===== src/rtl/secure_mem_pkg.sv =====
// Shared types and default masks for the secure key/ID store arbiter.
package secure_mem_pkg;

  typedef enum logic [1:0] {SM_OK, SM_DENIED, SM_LOCKED, SM_TIMEOUT} sm_err_e;

  typedef enum logic [1:0] {ST_IDLE, ST_ISSUE, ST_WAIT_RD, ST_RESP} sm_state_e;

  // Slot map of the 8-entry store: 2,3 hold keys, 4..7 hold owner IDs.
  localparam logic [7:0] KEY_SLOTS     = 8'h0C;
  localparam logic [7:0] OWNER_SLOTS   = 8'hF0;
  localparam logic [7:0] DEF_LOCK_MASK = 8'h0F;

endpackage


===== src/rtl/secure_mem_arbiter_rr_arbiter.sv =====
// Combinational round-robin picker: first set request at or after ptr, wrapping.
module rr_arbiter #(
  parameter int NUM_REQ = 3,
  localparam int IDX_W  = $clog2(NUM_REQ)
) (
  input  logic [NUM_REQ-1:0] req,
  input  logic [IDX_W-1:0]   ptr,
  output logic [NUM_REQ-1:0] gnt,
  output logic [IDX_W-1:0]   idx
);

  localparam int SW = IDX_W + 1;

  logic [2*NUM_REQ-1:0] rot;
  logic [SW-1:0]        sum;
  logic                 found;

  // Rotating the doubled vector puts requester ptr at bit 0.
  assign rot = {req, req} >> ptr;

  always_comb begin
    gnt   = '0;
    idx   = '0;
    sum   = '0;
    found = 1'b0;
    for (int k = 0; k < NUM_REQ; k++) begin
      if (!found && rot[k]) begin
        found = 1'b1;
        sum   = {1'b0, ptr} + SW'(k);
        if (sum >= SW'(NUM_REQ)) sum = sum - SW'(NUM_REQ);
        idx      = sum[IDX_W-1:0];
        gnt[idx] = 1'b1;
      end
    end
  end

endmodule


===== src/rtl/secure_mem_arbiter.sv =====
// Round-robin arbiter and access controller in front of the secure key/ID store.
module secure_mem_arbiter
  import secure_mem_pkg::*;
#(
  parameter int NUM_REQ = 3,
  parameter int WIDTH   = 256,
  parameter int LENGTH  = 8,
  parameter logic [NUM_REQ*LENGTH-1:0] RD_PERM = {NUM_REQ*LENGTH{1'b1}},
  parameter logic [NUM_REQ*LENGTH-1:0] WR_PERM = {NUM_REQ*LENGTH{1'b0}},
  parameter logic [LENGTH-1:0] LOCK_MASK = LENGTH'(DEF_LOCK_MASK),
  parameter int TIMEOUT = 4,
  localparam int ADDR_W = $clog2(LENGTH),
  localparam int IDX_W  = $clog2(NUM_REQ)
) (
  input  logic                      clk,
  input  logic                      rst,
  input  logic [NUM_REQ-1:0]        req,
  input  logic [NUM_REQ-1:0]        req_we,
  input  logic [NUM_REQ*ADDR_W-1:0] req_addr,
  input  logic [NUM_REQ*WIDTH-1:0]  req_wdata,
  output logic [NUM_REQ-1:0]        gnt,
  output logic [NUM_REQ-1:0]        rsp_valid,
  output logic [WIDTH-1:0]          rsp_data,
  output logic [1:0]                rsp_err,
  output logic [LENGTH-1:0]         lock_status,
  output logic                      mem_rd_en,
  output logic                      mem_wr_en,
  output logic [ADDR_W-1:0]         mem_addr,
  output logic [WIDTH-1:0]          mem_wrData,
  input  logic [WIDTH-1:0]          mem_rdData,
  input  logic                      mem_rdData_valid
);

  localparam int TMO_W = $clog2(TIMEOUT + 1);

  sm_state_e            state, state_nxt;
  sm_err_e              err_q;
  logic [NUM_REQ-1:0]   arb_gnt;
  logic [IDX_W-1:0]     arb_idx, rr_ptr, win_idx;
  logic                 win_we, sel_we;
  logic [ADDR_W-1:0]    win_addr, sel_addr;
  logic [WIDTH-1:0]     win_wdata, sel_wdata, rsp_data_q;
  logic [LENGTH-1:0]    lock, rd_row, wr_row;
  logic [TMO_W-1:0]     tmo_cnt;
  logic                 addr_ok, rd_ok, wr_ok, locked, tmo_hit;

  rr_arbiter #(.NUM_REQ(NUM_REQ)) u_rr (
    .req (req),
    .ptr (rr_ptr),
    .gnt (arb_gnt),
    .idx (arb_idx)
  );

  // Field mux for the arbitration winner and permission rows for the latched one.
  always_comb begin
    sel_we    = 1'b0;
    sel_addr  = '0;
    sel_wdata = '0;
    rd_row    = '0;
    wr_row    = '0;
    for (int r = 0; r < NUM_REQ; r++) begin
      if (arb_idx == IDX_W'(r)) begin
        sel_we    = req_we[r];
        sel_addr  = req_addr[r*ADDR_W +: ADDR_W];
        sel_wdata = req_wdata[r*WIDTH +: WIDTH];
      end
      if (win_idx == IDX_W'(r)) begin
        rd_row = RD_PERM[r*LENGTH +: LENGTH];
        wr_row = WR_PERM[r*LENGTH +: LENGTH];
      end
    end
  end

  assign addr_ok = int'(win_addr) < LENGTH;
  assign rd_ok   = addr_ok && rd_row[win_addr];
  assign wr_ok   = addr_ok && wr_row[win_addr];
  assign locked  = addr_ok && lock[win_addr];
  assign tmo_hit = tmo_cnt == TMO_W'(TIMEOUT - 1);

  always_ff @(posedge clk or posedge rst) begin
    if (rst) state <= ST_IDLE;
    else     state <= state_nxt;
  end

  always_comb begin
    state_nxt = state;
    mem_rd_en = 1'b0;
    mem_wr_en = 1'b0;
    case (state)
      ST_IDLE:    if (|req) state_nxt = ST_ISSUE;
      ST_ISSUE: begin
        if (!win_we && rd_ok) begin
          mem_rd_en = 1'b1;
          state_nxt = ST_WAIT_RD;
        end else begin
          mem_wr_en = win_we && wr_ok && !locked;
          state_nxt = ST_RESP;
        end
      end
      ST_WAIT_RD: if (mem_rdData_valid || tmo_hit) state_nxt = ST_RESP;
      ST_RESP:    state_nxt = ST_IDLE;
      default:    state_nxt = ST_IDLE;
    endcase
  end

  always_ff @(posedge clk or posedge rst) begin
    if (rst) begin
      rr_ptr     <= '0;
      win_idx    <= '0;
      win_we     <= 1'b0;
      win_addr   <= '0;
      win_wdata  <= '0;
      rsp_data_q <= '0;
      err_q      <= SM_OK;
      lock       <= '0;
      tmo_cnt    <= '0;
    end else begin
      case (state)
        ST_IDLE: if (|req) begin
          win_idx   <= arb_idx;
          win_we    <= sel_we;
          win_addr  <= sel_addr;
          win_wdata <= sel_wdata;
        end
        ST_ISSUE: begin
          rsp_data_q <= '0;
          tmo_cnt    <= '0;
          if (win_we ? !wr_ok : !rd_ok) err_q <= SM_DENIED;
          else if (win_we && locked)    err_q <= SM_LOCKED;
          else                          err_q <= SM_OK;
          if (mem_wr_en && LOCK_MASK[win_addr]) lock[win_addr] <= 1'b1;
        end
        ST_WAIT_RD: begin
          // rdData is only valid in the strobe cycle, so capture it there.
          if (mem_rdData_valid) begin
            rsp_data_q <= mem_rdData;
            err_q      <= SM_OK;
          end else if (tmo_hit) begin
            rsp_data_q <= '0;
            err_q      <= SM_TIMEOUT;
          end else begin
            tmo_cnt <= tmo_cnt + 1'b1;
          end
        end
        ST_RESP: rr_ptr <= (win_idx == IDX_W'(NUM_REQ - 1)) ? '0 : win_idx + 1'b1;
        default: ;
      endcase
    end
  end

  // Grant is gated by reset so a held request cannot be granted while in reset.
  assign gnt         = (state == ST_IDLE && !rst) ? arb_gnt : '0;
  assign rsp_valid   = (state == ST_RESP) ? (NUM_REQ'(1) << win_idx) : '0;
  assign rsp_data    = (state == ST_RESP) ? rsp_data_q : '0;
  assign rsp_err     = (state == ST_RESP) ? err_q : SM_OK;
  assign lock_status = lock;
  assign mem_addr    = win_addr;
  assign mem_wrData  = win_wdata;

endmodule


===== config.mk =====
export PLATFORM = sky130hd
export DESIGN_NAME = secure_mem_arbiter
export DESIGN_NICKNAME = d
export VERILOG_FILES = /design/src/rtl/secure_mem_pkg.sv /design/src/rtl/secure_mem_arbiter_rr_arbiter.sv /design/src/rtl/secure_mem_arbiter.sv
export SDC_FILE = /design/constraint.sdc
export NUM_CORES = 1
export LEC_CHECK = 0
export CAP_MARGIN = 25
export CORE_AREA = 4 4 608 610
export CTS_CLUSTER_DIAMETER = 200
export DETAILED_ROUTE_END_ITERATION = 10
export DIE_AREA = 0 0 612 614
export PLACE_DENSITY = 0.32
export SLEW_MARGIN = 30
export SYNTH_ARGS = -nofsm -noshare
export SYNTH_HDL_FRONTEND = slang
export SYNTH_SLANG_ARGS = --single-unit

===== constraint.sdc =====
create_clock -name clk -period 22.4 [get_ports clk]
set_input_delay 4.48 -clock clk [delete_from_list [all_inputs] [get_ports clk]]
set_output_delay 4.48 -clock clk [all_outputs]
set_load 0.005 [all_outputs]

==> run_results.csv <==
group,metric,value,unit
detailed_routing,drt_wl_total,287,mm
synth,synth_top_cell_area_share,50.0,%
timing,skew,66.1,ps
final_layout,post-route-util,13.8,%
timing,finalSetupTns,0,ps
detailed_routing,drtIter0Drc,1848,
synth,ys_warn_count,0,
final_layout,finalInstanceArea,50200,µm²
clock_tree,cts.sinks,527,
synth,synth_top_family_by_area,"compound AO/OA/AOI/OAI gates",
synth,yosys.area_share.simple,16.8,%
grt,antenna_found_initial,237,
synth,netlist_area,26400,µm²
synth,synthCells,2446,
final_layout,syn2layout_area_growth,90.3,%
grt,grt_usage,14.5,%
synth,synth-compound-area-share,17.7,%
grt,grt_pass1_wl,351,mm
die,die_y,614,µm
timing,setup_ws,10060,ps
timing,setup_viol,0,
detailed_routing,drc,0,
timing,slew_headroom,33.0,%
die,num_rows,222,
placed_design,dp.cells,8612,
die,die_w,612,µm
grt,grt_overflow,0,
clock_tree,cts-buffers-inserted,84,
timing,grt_setup_unrepaired,"no",
synth,synthMuxAreaShare,9.98,%
critical_path,end_kind,"output pin",
grt,grt_max_degree,219,
flow_run,cap_violations,0,
timing,report.final.slew_viol_count,0,
clock_tree,path_clk_slew,60,ps
pwr,p_leak,18.6,nW
critical_path,cp_max_fo,9,
clock_tree,htree_levels,3,
placed_design,io_buffers,1565,
detailed_routing,vias_per_cell,3.18,
timing,fin_crit,12340,ps
synth,avgSynthCellArea,10.8,µm²
critical_path,crit_required,17920,ps
clock_tree,cts_root_buf,"clkbuf_16",
timing,tightest_slew,1010,ps
placed_design,gp_congestion,0.828,
synth,synth_edf_count,0,
die,initial_utilization,7.24,%
critical_path,criticalPathCategory,"in2out",
clock_tree,clock_latency,790,ps
critical_path,cp_data_arrival_time,7860,ps
detailed_routing,first_pass_iters,5,
placed_design,place_area,47300,µm²
synth,ys_types,44,
clock_tree,postCtsSetupBuffers,0,
final_layout,drive_gt1_share,6.14,%
final_layout,finalNetCount,4935,
worst_hold_path,holdPathStages,1,
clock_tree,cts_resized,0,
synth,ys_ff_latch,527,
die,core_area,364000,µm²
synth,synth_ff_type,"dfrtp_1",
pwr,powerDensity,122,nW/µm²
critical_path,start_kind,"input port",
synth,ys_seq_area_share,50.0,%
timing,final.period_utilization,55.1,%
synth,synth_fa_ha_area_share,0.474,%
clock_tree,clockBufferDepth,4,
clock_tree,cts_hold_buf,0,
timing,hold_violations,0,
final_layout,stdcell_count,8812,
detailed_routing,wl_per_cell,32.5,µm
detailed_routing,ant_nets,0,
synth,synth_xor_area_share,0,%
pwr,vdd.ir_drop.worst,85.9,µV
synth,synth-async-reset-ratio,100,%
clock_tree,cts_tree,"built",
worst_hold_path,min_path_type,"reg2reg",
grt,grt_pass1_vias,29100,
synth,synth_area_leaders,"dfrtp_1 (50%), mux2i_1 (10%), a22o_1 (8.5%)",
pwr,power,6.11,mW
placed_design,dpl.hpwl,242,mm
die,dieArea,376000,µm²
timing,hold_ws,495,ps
run_status,status,"complete, no violations",
die,io_pins,1575,
synth,synth_area_leader_cell,"dfrtp_1",
critical_path,reg2reg_depth,9,
detailed_routing,routed-via-count,28100,
timing,fmax,0.0811,GHz
placed_design,post-place-ws,9900,ps
[sequential cells by signal, summed over array words and instances, names as in the netlist]
name and flops:
err_q 2, mem_addr 3, rsp_data_q 256, tmo_cnt 3, win_we 1, win_idx 2
rr_ptr 2, mem_wrData 256, state 2
[final timing paths]
kind | from | end | slack, ps
setup / recovery | req[1] | gnt[1] | 10060
hold / removal | rsp_data_q[150]$_DFFE_PP0P_ | rsp_data_q[150]$_DFFE_PP0P_ | 490
setup reg to reg | rr_ptr[1]$_DFFE_PP0N_ | mem_wrData[102]$_DFFE_PP0P_ | 17570
hold reg to reg | rsp_data_q[150]$_DFFE_PP0P_ | rsp_data_q[150]$_DFFE_PP0P_ | 490
max in group asynchronous | rst | mem_wrData[214]$_DFFE_PP0P_ | 13990
min in group asynchronous | rst | rsp_data_q[170]$_DFFE_PP0P_ | 4140
[synthesized netlist by cell type (3+ instances only)]
master,count
buf_12,5
clkbuf_1,153
a22o_1,256
inv_1,9
nand2_1,273
o211ai_2,50
nor2b_1,3
mux2i_1,263
and2_1,262
o21ai_0,9
nor2_1,6
buf_1,32
a21oi_1,3
o211ai_1,212
nand4_1,260
buf_4,34
ha_1,10
buf_2,46
dfrtp_1,527
[where the power goes]
group	switching, mW	total [mW]	internal, mW
clock	0.556	1.36	0.807
combinational	1.88	3.16	1.29
sequential	0.268	1.59	1.32
[per-layer routing]
| layer | global-route usage, % | up-vias | share of wire (%) |
|---|---|---|---|
| met5 | 0 | - | 0.22 |
| met2 | 27.9 | 1363 | 54 |
| met4 | 3.10 | 92 | 2.6 |
| met3 | 6.01 | 526 | 9.3 |
| li1 | - | 12100 | - |
| met1 | 14.3 | 14000 | 34 |
[cell families after synthesis]
family	after synthesis
simple gates	818
fa+ha+maj	10
buf+inv	281
compound gates	546
other cells	1
flops	527
mux	263
[placed cells by master (no fill, tap or decap), types with 50 or more instances in the layout]
cell type,synthesis,routed
mux2i_1,263,262
clkbuf_16,0,86
nand2_1,273,271
and2_1,262,261
o211ai_1,212,212
a22o_1,256,256
clkdlybuf4s50_1,0,1565
o211ai_2,50,50
diode_2,0,55
nand4_1,260,260
dfrtp_1,527,527
[cell type report]
class	count	area, µm²
Clock buffer	119	2430
Inverter	9	41.3
Sequential cell	527	13200
Antenna cell	55	138
Clock inverter	25	279
Multi-Input combinational cell	1646	12000
Fill cell	41200	314000
Timing Repair Buffer	1615	16100
Tap cell	4816	6030
[worst max-delay path: stages]
cell,delay (ps)
clkdlybuf4s50_1,570
or4b_1,570
a31oi_1,250
or2_2,230
a221oi_4,120
buf_4,230
nor2_1,550
clkdlybuf4s50_1,830
Power figures use the tool's default switching activity.
